## src/rtl/pipeline_ctrl_pkg.sv

```systemverilog
// Shared definitions for the pipeline stall/flush controller and its mul/div sequencer.
package pipeline_ctrl_pkg;

    typedef logic [1:0] md_state_t;

    localparam md_state_t MD_IDLE = 2'd0;
    localparam md_state_t MD_BUSY = 2'd1;
    localparam md_state_t MD_DONE = 2'd2;

    localparam int MULT_CYCLES_DEF = 4;
    localparam int DIV_CYCLES_DEF  = 33;
    localparam int CNT_W_DEF       = 6;

    // Register 0 is hard-wired zero, so a load targeting it never creates a hazard.
    function automatic logic load_use_hit(input logic       rd_mem,
                                          input logic [4:0] dst,
                                          input logic [4:0] rs,
                                          input logic [4:0] rt);
        return rd_mem && (dst != 5'd0) && ((dst == rs) || (dst == rt));
    endfunction

endpackage

```

## src/rtl/pipeline_ctrl_if.sv

```systemverilog
// Hazard inputs from the pipeline stages and the enables/flushes/strobes returned to them.
interface pipeline_ctrl_if;
    logic [4:0] ID_rs;
    logic [4:0] ID_rt;
    logic       EXE_ReadMem;
    logic [4:0] EXE_Dst;
    logic       EXE_BranchTaken;
    logic       EXE_MulDivReq;
    logic       EXE_IsDiv;
    logic       MEM_ExceptValid;
    logic       IF_PCWr;
    logic       IF_IDWr;
    logic       IDEXE_Wr;
    logic       IFID_Flush;
    logic       IDEXE_Flush;
    logic       EXEMEM_Flush;
    logic       MulDiv_Start;
    logic       MulDiv_Abort;
    logic       HILO_Wr;
    logic       MulDiv_Busy;

    modport master (
        output ID_rs, ID_rt, EXE_ReadMem, EXE_Dst, EXE_BranchTaken,
               EXE_MulDivReq, EXE_IsDiv, MEM_ExceptValid,
        input  IF_PCWr, IF_IDWr, IDEXE_Wr, IFID_Flush, IDEXE_Flush, EXEMEM_Flush,
               MulDiv_Start, MulDiv_Abort, HILO_Wr, MulDiv_Busy
    );

    modport slave (
        input  ID_rs, ID_rt, EXE_ReadMem, EXE_Dst, EXE_BranchTaken,
               EXE_MulDivReq, EXE_IsDiv, MEM_ExceptValid,
        output IF_PCWr, IF_IDWr, IDEXE_Wr, IFID_Flush, IDEXE_Flush, EXEMEM_Flush,
               MulDiv_Start, MulDiv_Abort, HILO_Wr, MulDiv_Busy
    );
endinterface

```

## src/rtl/pipeline_ctrl_muldiv_seq.sv

```systemverilog
// IDLE/BUSY/DONE sequencer for the iterative HILO mul/div unit: start, latency count,
// result strobe, and abort when an exception commits.
module pipeline_ctrl_muldiv_seq
    import pipeline_ctrl_pkg::*;
#(
    parameter int MULT_CYCLES = MULT_CYCLES_DEF,
    parameter int DIV_CYCLES  = DIV_CYCLES_DEF,
    parameter int CNT_W       = CNT_W_DEF
) (
    input  logic clk,
    input  logic rst,
    input  logic req_i,
    input  logic is_div_i,
    input  logic except_i,
    output logic start_o,
    output logic abort_o,
    output logic hilo_wr_o,
    output logic stall_o,
    output logic busy_o
);

    localparam logic [CNT_W-1:0] MULT_LOAD = CNT_W'(MULT_CYCLES - 1);
    localparam logic [CNT_W-1:0] DIV_LOAD  = CNT_W'(DIV_CYCLES - 1);

    md_state_t         state_q, state_d;
    logic [CNT_W-1:0]  cnt_q, cnt_d;

    // Next-state and latency counter; an exception always returns to IDLE.
    always_comb begin
        state_d = state_q;
        cnt_d   = cnt_q;
        if (except_i) begin
            state_d = MD_IDLE;
            cnt_d   = '0;
        end else begin
            case (state_q)
                MD_IDLE: begin
                    if (req_i) begin
                        state_d = MD_BUSY;
                        cnt_d   = is_div_i ? DIV_LOAD : MULT_LOAD;
                    end else begin
                        state_d = MD_IDLE;
                    end
                end
                MD_BUSY: begin
                    if (cnt_q == '0) begin
                        state_d = MD_DONE;
                    end else begin
                        cnt_d = cnt_q - CNT_W'(1);
                    end
                end
                MD_DONE: state_d = MD_IDLE;
                default: begin
                    state_d = MD_IDLE;
                    cnt_d   = '0;
                end
            endcase
        end
    end

    // State register with synchronous reset.
    always_ff @(posedge clk) begin
        if (rst) begin
            state_q <= MD_IDLE;
            cnt_q   <= '0;
        end else begin
            state_q <= state_d;
            cnt_q   <= cnt_d;
        end
    end

    // The request in DONE belongs to the finishing instruction, so only IDLE may start.
    assign start_o   = ~rst & ~except_i & (state_q == MD_IDLE) & req_i;
    assign abort_o   = ~rst & except_i & ((state_q == MD_BUSY) | (state_q == MD_DONE));
    assign hilo_wr_o = ~rst & ~except_i & (state_q == MD_DONE);
    assign stall_o   = ~except_i & (((state_q == MD_IDLE) & req_i) | (state_q == MD_BUSY));
    assign busy_o    = ~rst & (state_q != MD_IDLE);

endmodule

```

## src/rtl/pipeline_ctrl.sv

```systemverilog
// Central stall/flush controller: merges exception, branch, mul/div and load-use
// conditions by priority into the pipeline write enables and flushes.
module pipeline_ctrl
    import pipeline_ctrl_pkg::*;
#(
    parameter int MULT_CYCLES = MULT_CYCLES_DEF,
    parameter int DIV_CYCLES  = DIV_CYCLES_DEF,
    parameter int CNT_W       = CNT_W_DEF
) (
    input  logic              clk,
    input  logic              rst,
    pipeline_ctrl_if.slave    bus
);

    logic md_stall_s;
    logic load_use_s;
    logic pc_wr_s, ifid_wr_s, idexe_wr_s;
    logic ifid_fl_s, idexe_fl_s, exemem_fl_s;

    pipeline_ctrl_muldiv_seq #(
        .MULT_CYCLES (MULT_CYCLES),
        .DIV_CYCLES  (DIV_CYCLES),
        .CNT_W       (CNT_W)
    ) u_seq (
        .clk       (clk),
        .rst       (rst),
        .req_i     (bus.EXE_MulDivReq),
        .is_div_i  (bus.EXE_IsDiv),
        .except_i  (bus.MEM_ExceptValid),
        .start_o   (bus.MulDiv_Start),
        .abort_o   (bus.MulDiv_Abort),
        .hilo_wr_o (bus.HILO_Wr),
        .stall_o   (md_stall_s),
        .busy_o    (bus.MulDiv_Busy)
    );

    assign load_use_s = load_use_hit(bus.EXE_ReadMem, bus.EXE_Dst, bus.ID_rs, bus.ID_rt);

    // Priority merge: reset, exception, branch, mul/div stall, load-use.
    always_comb begin
        pc_wr_s     = 1'b1;
        ifid_wr_s   = 1'b1;
        idexe_wr_s  = 1'b1;
        ifid_fl_s   = 1'b0;
        idexe_fl_s  = 1'b0;
        exemem_fl_s = 1'b0;
        if (rst) begin
            pc_wr_s     = 1'b0;
            ifid_wr_s   = 1'b0;
            idexe_wr_s  = 1'b0;
            ifid_fl_s   = 1'b1;
            idexe_fl_s  = 1'b1;
            exemem_fl_s = 1'b1;
        end else if (bus.MEM_ExceptValid) begin
            ifid_fl_s   = 1'b1;
            idexe_fl_s  = 1'b1;
            exemem_fl_s = 1'b1;
        end else if (bus.EXE_BranchTaken) begin
            ifid_fl_s   = 1'b1;
            idexe_fl_s  = 1'b1;
        end else if (md_stall_s) begin
            pc_wr_s     = 1'b0;
            ifid_wr_s   = 1'b0;
            idexe_wr_s  = 1'b0;
            exemem_fl_s = 1'b1;
        end else if (load_use_s) begin
            pc_wr_s     = 1'b0;
            ifid_wr_s   = 1'b0;
            idexe_fl_s  = 1'b1;
        end else begin
            exemem_fl_s = 1'b0;
        end
    end

    assign bus.IF_PCWr      = pc_wr_s;
    assign bus.IF_IDWr      = ifid_wr_s;
    assign bus.IDEXE_Wr     = idexe_wr_s;
    assign bus.IFID_Flush   = ifid_fl_s;
    assign bus.IDEXE_Flush  = idexe_fl_s;
    assign bus.EXEMEM_Flush = exemem_fl_s;

endmodule

```

## src/flat_wrapper.sv

```systemverilog
// flat-port wrapper written by rule: the top's interface ports become plain ports
module pipeline_ctrl_flat import pipeline_ctrl_pkg::*;
#(
    parameter int MULT_CYCLES = MULT_CYCLES_DEF,
    parameter int DIV_CYCLES  = DIV_CYCLES_DEF,
    parameter int CNT_W       = CNT_W_DEF
)
  (clk, rst, bus_ID_rs, bus_ID_rt, bus_EXE_ReadMem, bus_EXE_Dst, bus_EXE_BranchTaken, bus_EXE_MulDivReq, bus_EXE_IsDiv, bus_MEM_ExceptValid, bus_IF_PCWr, bus_IF_IDWr, bus_IDEXE_Wr, bus_IFID_Flush, bus_IDEXE_Flush, bus_EXEMEM_Flush, bus_MulDiv_Start, bus_MulDiv_Abort, bus_HILO_Wr, bus_MulDiv_Busy);
  pipeline_ctrl_if bus_i ();
  input  logic clk;
  input  logic rst;
  input wire logic [$bits(bus_i.ID_rs)-1:0] bus_ID_rs;
  input wire logic [$bits(bus_i.ID_rt)-1:0] bus_ID_rt;
  input wire logic [$bits(bus_i.EXE_ReadMem)-1:0] bus_EXE_ReadMem;
  input wire logic [$bits(bus_i.EXE_Dst)-1:0] bus_EXE_Dst;
  input wire logic [$bits(bus_i.EXE_BranchTaken)-1:0] bus_EXE_BranchTaken;
  input wire logic [$bits(bus_i.EXE_MulDivReq)-1:0] bus_EXE_MulDivReq;
  input wire logic [$bits(bus_i.EXE_IsDiv)-1:0] bus_EXE_IsDiv;
  input wire logic [$bits(bus_i.MEM_ExceptValid)-1:0] bus_MEM_ExceptValid;
  output wire logic [$bits(bus_i.IF_PCWr)-1:0] bus_IF_PCWr;
  output wire logic [$bits(bus_i.IF_IDWr)-1:0] bus_IF_IDWr;
  output wire logic [$bits(bus_i.IDEXE_Wr)-1:0] bus_IDEXE_Wr;
  output wire logic [$bits(bus_i.IFID_Flush)-1:0] bus_IFID_Flush;
  output wire logic [$bits(bus_i.IDEXE_Flush)-1:0] bus_IDEXE_Flush;
  output wire logic [$bits(bus_i.EXEMEM_Flush)-1:0] bus_EXEMEM_Flush;
  output wire logic [$bits(bus_i.MulDiv_Start)-1:0] bus_MulDiv_Start;
  output wire logic [$bits(bus_i.MulDiv_Abort)-1:0] bus_MulDiv_Abort;
  output wire logic [$bits(bus_i.HILO_Wr)-1:0] bus_HILO_Wr;
  output wire logic [$bits(bus_i.MulDiv_Busy)-1:0] bus_MulDiv_Busy;
  assign bus_i.ID_rs = bus_ID_rs;
  assign bus_i.ID_rt = bus_ID_rt;
  assign bus_i.EXE_ReadMem = bus_EXE_ReadMem;
  assign bus_i.EXE_Dst = bus_EXE_Dst;
  assign bus_i.EXE_BranchTaken = bus_EXE_BranchTaken;
  assign bus_i.EXE_MulDivReq = bus_EXE_MulDivReq;
  assign bus_i.EXE_IsDiv = bus_EXE_IsDiv;
  assign bus_i.MEM_ExceptValid = bus_MEM_ExceptValid;
  assign bus_IF_PCWr = bus_i.IF_PCWr;
  assign bus_IF_IDWr = bus_i.IF_IDWr;
  assign bus_IDEXE_Wr = bus_i.IDEXE_Wr;
  assign bus_IFID_Flush = bus_i.IFID_Flush;
  assign bus_IDEXE_Flush = bus_i.IDEXE_Flush;
  assign bus_EXEMEM_Flush = bus_i.EXEMEM_Flush;
  assign bus_MulDiv_Start = bus_i.MulDiv_Start;
  assign bus_MulDiv_Abort = bus_i.MulDiv_Abort;
  assign bus_HILO_Wr = bus_i.HILO_Wr;
  assign bus_MulDiv_Busy = bus_i.MulDiv_Busy;
  pipeline_ctrl #(.MULT_CYCLES(MULT_CYCLES), .DIV_CYCLES(DIV_CYCLES), .CNT_W(CNT_W)) u_core (.clk(clk), .rst(rst), .bus(bus_i));
endmodule
```

## config.mk

```make
export PLATFORM = sky130hd
export DESIGN_NAME = pipeline_ctrl_flat
export DESIGN_NICKNAME = d
export VERILOG_FILES = /design/src/rtl/pipeline_ctrl_pkg.sv /design/src/rtl/pipeline_ctrl_if.sv /design/src/rtl/pipeline_ctrl_muldiv_seq.sv /design/src/rtl/pipeline_ctrl.sv /design/src/flat_wrapper.sv
export SDC_FILE = /design/constraint.sdc
export NUM_CORES = 1
export LEC_CHECK = 0
export CAP_MARGIN = 15
export CELL_PAD_IN_SITES_DETAIL_PLACEMENT = 1
export CELL_PAD_IN_SITES_GLOBAL_PLACEMENT = 1
export CORE_ASPECT_RATIO = 1.1
export CORE_MARGIN = 3
export CORE_UTILIZATION = 27
export CTS_CLUSTER_SIZE = 10
export DETAILED_ROUTE_END_ITERATION = 8
export HOLD_SLACK_MARGIN = 0.1
export PLACE_DENSITY = 0.76
export SLEW_MARGIN = 15
export SYNTH_ARGS = -nofsm -noshare
export SYNTH_HDL_FRONTEND = slang
export SYNTH_HIERARCHICAL = 1
export SYNTH_SLANG_ARGS = --single-unit
```

## constraint.sdc

```tcl
create_clock -name clk -period 1.6 [get_ports clk]
set_input_delay 0.24 -clock clk [delete_from_list [all_inputs] [get_ports clk]]
set_output_delay 0.24 -clock clk [all_outputs]
set_load 0.02 [all_outputs]
```

==> results.md <==
| Group | Quantity | Reported |
|:---|:---|:---|
| detailed routing | Antenna-violating nets left | 0 |
| timing | Fin crit period | 1789 ps |
| placed design | Post-Place Worst Slack | -813.8 ps |
| timing | Final setup skew | 2.131 ps |
| critical path | Crit. End Element | output pin |
| floorplan | DIE WIDTH | 57.76 µm |
| placed design | Last weighted congestion value of the routability-driven placer | 0.7384 |
| floorplan | Area enclosed by the die boundary | 3635 µm² |
| pwr | Pwr/cell area | 503.1 nW/µm² |
| pwr | IR Drop Worst-Case VDD | 0.3539 mV |
| critical path | Class of the most critical setup path | input pin to output pin |
| grt | GRT Total Usage | 17.16% |
| timing | Final critical-path setup slack | -188.8 ps |
| placed design | Number of buffers added on ports | 31 |
| pwr | Leakage power | 0.6480 nW |
| synthesis | Post-synth net total | 124 |
| clock network | TritonCTS clock tree | done |
| synthesis | Number of warning messages in the yosys log | 6 |
| critical path | CP max stage cell | o41a_1 |
| critical path | Critical path startpoint category | input pin |
| final layout | Area delta synth->final | 82.23% |
| critical path | Arrival @ worst endpoint | 1550 ps |
| min path | HP Class | register to register |
| grt | Largest net degree at the start of global routing | 9 |
| critical path | CP cell instances | clkdlybuf4s15_1 > buf_4 > xor2_1 > nor2_1 > a22oi_2 > o41a_1 > buf_6 |
| critical path | Start point of the critical path | bus_EXE_Dst[2] |
| floorplan | Number of core rows | 20 |
| clock network | Clock root cell | clkbuf_4 |
| floorplan | Die Y-Extent | 62.94 µm |
| critical path | Worst EP required | 1360 ps |
| final layout | Number of diodes | 0 |
| synthesis | Netlist area before placement | 795.8 µm² |
| clock network | Post-CTS Hold Buffers | 0 |
| detailed routing | DRC violations left | 0 |
| synthesis | Synthesis-stage register bit count | 8 |
| placed design | HPWL after detailed placement | 2224 µm |
| grt | GRT overflow | 0 |
| timing | Highest Clock Rate | 0.5590 GHz |
| timing | Count of pins over their slew limit | 0 |
| timing | Final hold violation count | 0 |
| min path | Hold path startpoint | u_core/u_seq/cnt_q[4]$_SDFFE_PP0P_ |
| floorplan | Count of pins on the block boundary | 32 |
| detailed routing | Total Wirelength | 2936 µm |
| clock network | Worst skew pair latency | 250 ps |
| critical path | Source of the worst register-to-register timing path | u_core/u_seq/state_q[0]$_SDFFE_PP0P_ |
| synthesis | Number of instances in the synthesized netlist | 97 |
| final layout | Number of nets at the end of the flow | 184 |
| floorplan | Starting Density | 28.39% |
| detailed routing | Via density | 5.138 |
| clock network | Clock H-tree levels | 1 |
| detailed routing | Routed len/inst | 15.62 µm |
| outcome | Violations in the final reports | negative setup slack |
| detailed routing | Violation count after the first detailed-route iteration | 37 |
| clock network | Number of clock sinks | 8 |
| grt | Global-route wire length before repair | 5016 µm |
| detailed routing | Count of vias placed by the detailed router | 966 |
| critical path | Worst path max stage delay | 420 ps |
| job | Total of max-cap violations | 0 |
| grt | Antenna violations before repair | 0 |
| timing | Setup repair after global routing missed its margin | yes |
| pwr | Tot Pwr | 729.6 µW |
| detailed routing | Number of iterations in the first detailed-routing pass | 4 |
| timing | Final cycle utilization of the critical path | 111.8% |
| final layout | Layout cells sized above 1 | 47.10% |
| synthesis | Average cell area after synthesis | 8.204 µm² |
| grt | Via count of the first global-routing pass | 1133 |
| synthesis | Number of distinct library cell variants in the gate-level netlist after synthesis | 37 |
| outcome | Outcome | finished, violations left |
| clock network | Number of buffers on the longest clock path | 2 |
| timing | Worst slew margin relative to its limit | 70.96% |
| timing | Final setup viols | 7 |
| final layout | Count of fill cells added during filler insertion | 337 |
| critical path | Critical Path Fanout Max | 3 |
| clock network | Number of clock buffers inserted by TritonCTS | 3 |
| clock network | Post-CTS clock slew at the launch and capture registers of the worst setup and hold paths | 50 ps |
| floorplan | Core footprint | 2803 µm² |
| timing | Transition time at the pin with the least slew margin | 432.3 ps |
| synthesis | Portion of the post-synthesis area used by sequential elements | 20.13% |
==> synth_stat cells <==
master | n | share of area, %
nor2_1 | 15 | 7.1
xor2_1 | 10 | 11
dfxtp_1 | 8 | 20
inv_1 | 8 | 3.8
ha_1 | 5 | 7.9
nand2_1 | 5 | 2.4
a21oi_1 | 4 | 2.5
o211ai_1 | 3 | 2.8
a211oi_1 | 2 | 1.9
nand2b_1 | 2 | 1.6
nand4b_1 | 2 | 2.2
nor2b_1 | 2 | 1.6
nor3_1 | 2 | 1.3
nor3_2 | 2 | 2.5
o21ai_0 | 2 | 1.3
o21ai_2 | 2 | 2.2
o31ai_1 | 2 | 1.9
or3_2 | 2 | 1.9
a221o_1 | 1 | 1.3
a22oi_1 | 1 | 0.94
a311o_2 | 1 | 1.4
a311oi_4 | 1 | 3.3
and2_1 | 1 | 0.79
buf_2 | 1 | 0.63
buf_4 | 1 | 0.94
mux2_2 | 1 | 1.4
mux2i_1 | 1 | 1.3
nand4bb_1 | 1 | 1.4
nor2b_4 | 1 | 1.7
nor3_4 | 1 | 2.0
nor4_1 | 1 | 0.79
o21ai_1 | 1 | 0.63
o31a_1 | 1 | 1.1
o41a_1 | 1 | 1.4
or2_2 | 1 | 0.79
or3_4 | 1 | 1.4
or4_1 | 1 | 0.94
==> registers in the layout, indices dropped and copies added, names as in the netlist <==
signal and count:
u_core/u_seq/cnt_q 6, u_core/u_seq/state_q 2
==> cells in the final DEF, fill, tap and decap left out, drive strengths merged <==
cell type / netlist / routed
nand4b: 2 / 2
a211oi: 2 / 2
nor2b: 3 / 3
or3: 3 / 3
or2: 1 / 1
o41a: 1 / 1
clkdlybuf4s15: 0 / 2
dlygate4sd2: 0 / 12
o31a: 1 / 1
mux2i: 1 / 1
nand2: 5 / 5
a21oi: 4 / 4
a221o: 1 / 1
mux2: 1 / 1
clkbuf: 0 / 6
dfxtp: 8 / 8
nor4: 1 / 1
clkdlybuf4s50: 0 / 4
buf: 2 / 34
nor2: 15 / 15
ha: 5 / 5
dlymetal6s2s: 0 / 2
or4: 1 / 1
o211ai: 3 / 3
a311o: 1 / 1
inv: 8 / 8
nor3: 5 / 5
a311oi: 1 / 1
nand4bb: 1 / 1
a22oi: 1 / 1
o31ai: 2 / 2
o21ai: 5 / 5
nand2b: 2 / 2
and2: 1 / 1
xor2: 10 / 10
==> per-layer routing <==
layer	up-vias	part of all wire [%]	routed length [µm]	GRT usage, %
met3	6	7.2	210	4.545
li1	461	-	-	-
met4	0	1.5	44	5.217
met2	39	55	1604	32.20
met1	460	37	1076	17.97
met5	-	0	0	0
==> through the flow <==
step	std cells	TNS, ps	instance area (µm²)	hold WS (ps)	util, %
5_1_grt	188	-1451	1450	605.1	51.74
3_3_place_gp	182	-5471	1344	494.8	47.95
4_1_cts	187	-819.1	1414	540.4	50.45
2_1_floorplan	97	-232.2	842.1	427.1	-
3_5_place_dp	182	-5899	1344	528.6	47.95
6_report	188	-879.3	1450	530.5	51.74
==> final timing paths <==
| path | end | slack (ps) | depth (start not counted) |
|---|---|---|---|
| setup / recovery | bus_IF_IDWr | -190 | 7 |
| hold reg to reg | u_core/u_seq/cnt_q[4]$_SDFFE_PP0P_ | 530 | 2 |
| setup reg to reg | u_core/u_seq/cnt_q[3]$_SDFFE_PP0P_ | -50 | 7 |
| hold / removal | u_core/u_seq/cnt_q[4]$_SDFFE_PP0P_ | 530 | 2 |
==> cells by family (layout without fill, tap and decap cells) <==
kind of cell | after synthesis | count (layout) | synth area share, %
AOI/OAI and AO/OA | 22 | 22 | 22.64
DFF | 8 | 8 | 20.13
buffers and inverters | 10 | 68 | 5.346
xor gates and xnor gates | 10 | 10 | 11.01
muxes | 2 | 2 | 2.673
adders and majority gates | 5 | 5 | 7.862
and+or+nand+nor | 40 | 40 | 30.35
==> worst max-delay path, delay by kind of cell <==
family	cells	cell delay [ps]
AO/OA/AOI/OAI	2	510
AND/OR/NAND/NOR	1	120
buffers and inverters	3	520
XOR/XNOR	1	150
==> repair_timing <==
action / in CTS / in global routing
gates resized for setup: 72 / 21
cloned: 0 / 0
pin swaps: 23 / 13
hold endpoints to repair: 0 / 0
setup buffers: 2 / 3
setup endpoints to repair: 15 / 15
==> where the power goes <==
| group | leakage, nW | internal, mW | switching (mW) |
|---|---|---|---|
| Clock | 0.0138 | 0.0858 | 0.0673 |
| Sequential | 0.0665 | 0.209 | 0.00874 |
| Combinational | 0.568 | 0.185 | 0.174 |
| Total | 0.648 | 0.480 | 0.250 |
==> layout make-up <==
type	instances	area, µm²	share of cell area (%)
Clock buffer	3	22.52	1.553
Tap cell	33	41.29	2.847
Timing Repair Buffer	57	489.2	33.74
Multi-Input combinational cell	79	700.7	48.32
Inverter	8	32.53	2.243
Sequential cell	8	163.9	11.30
No activity file was read; power rests on OpenSTA's default activity.
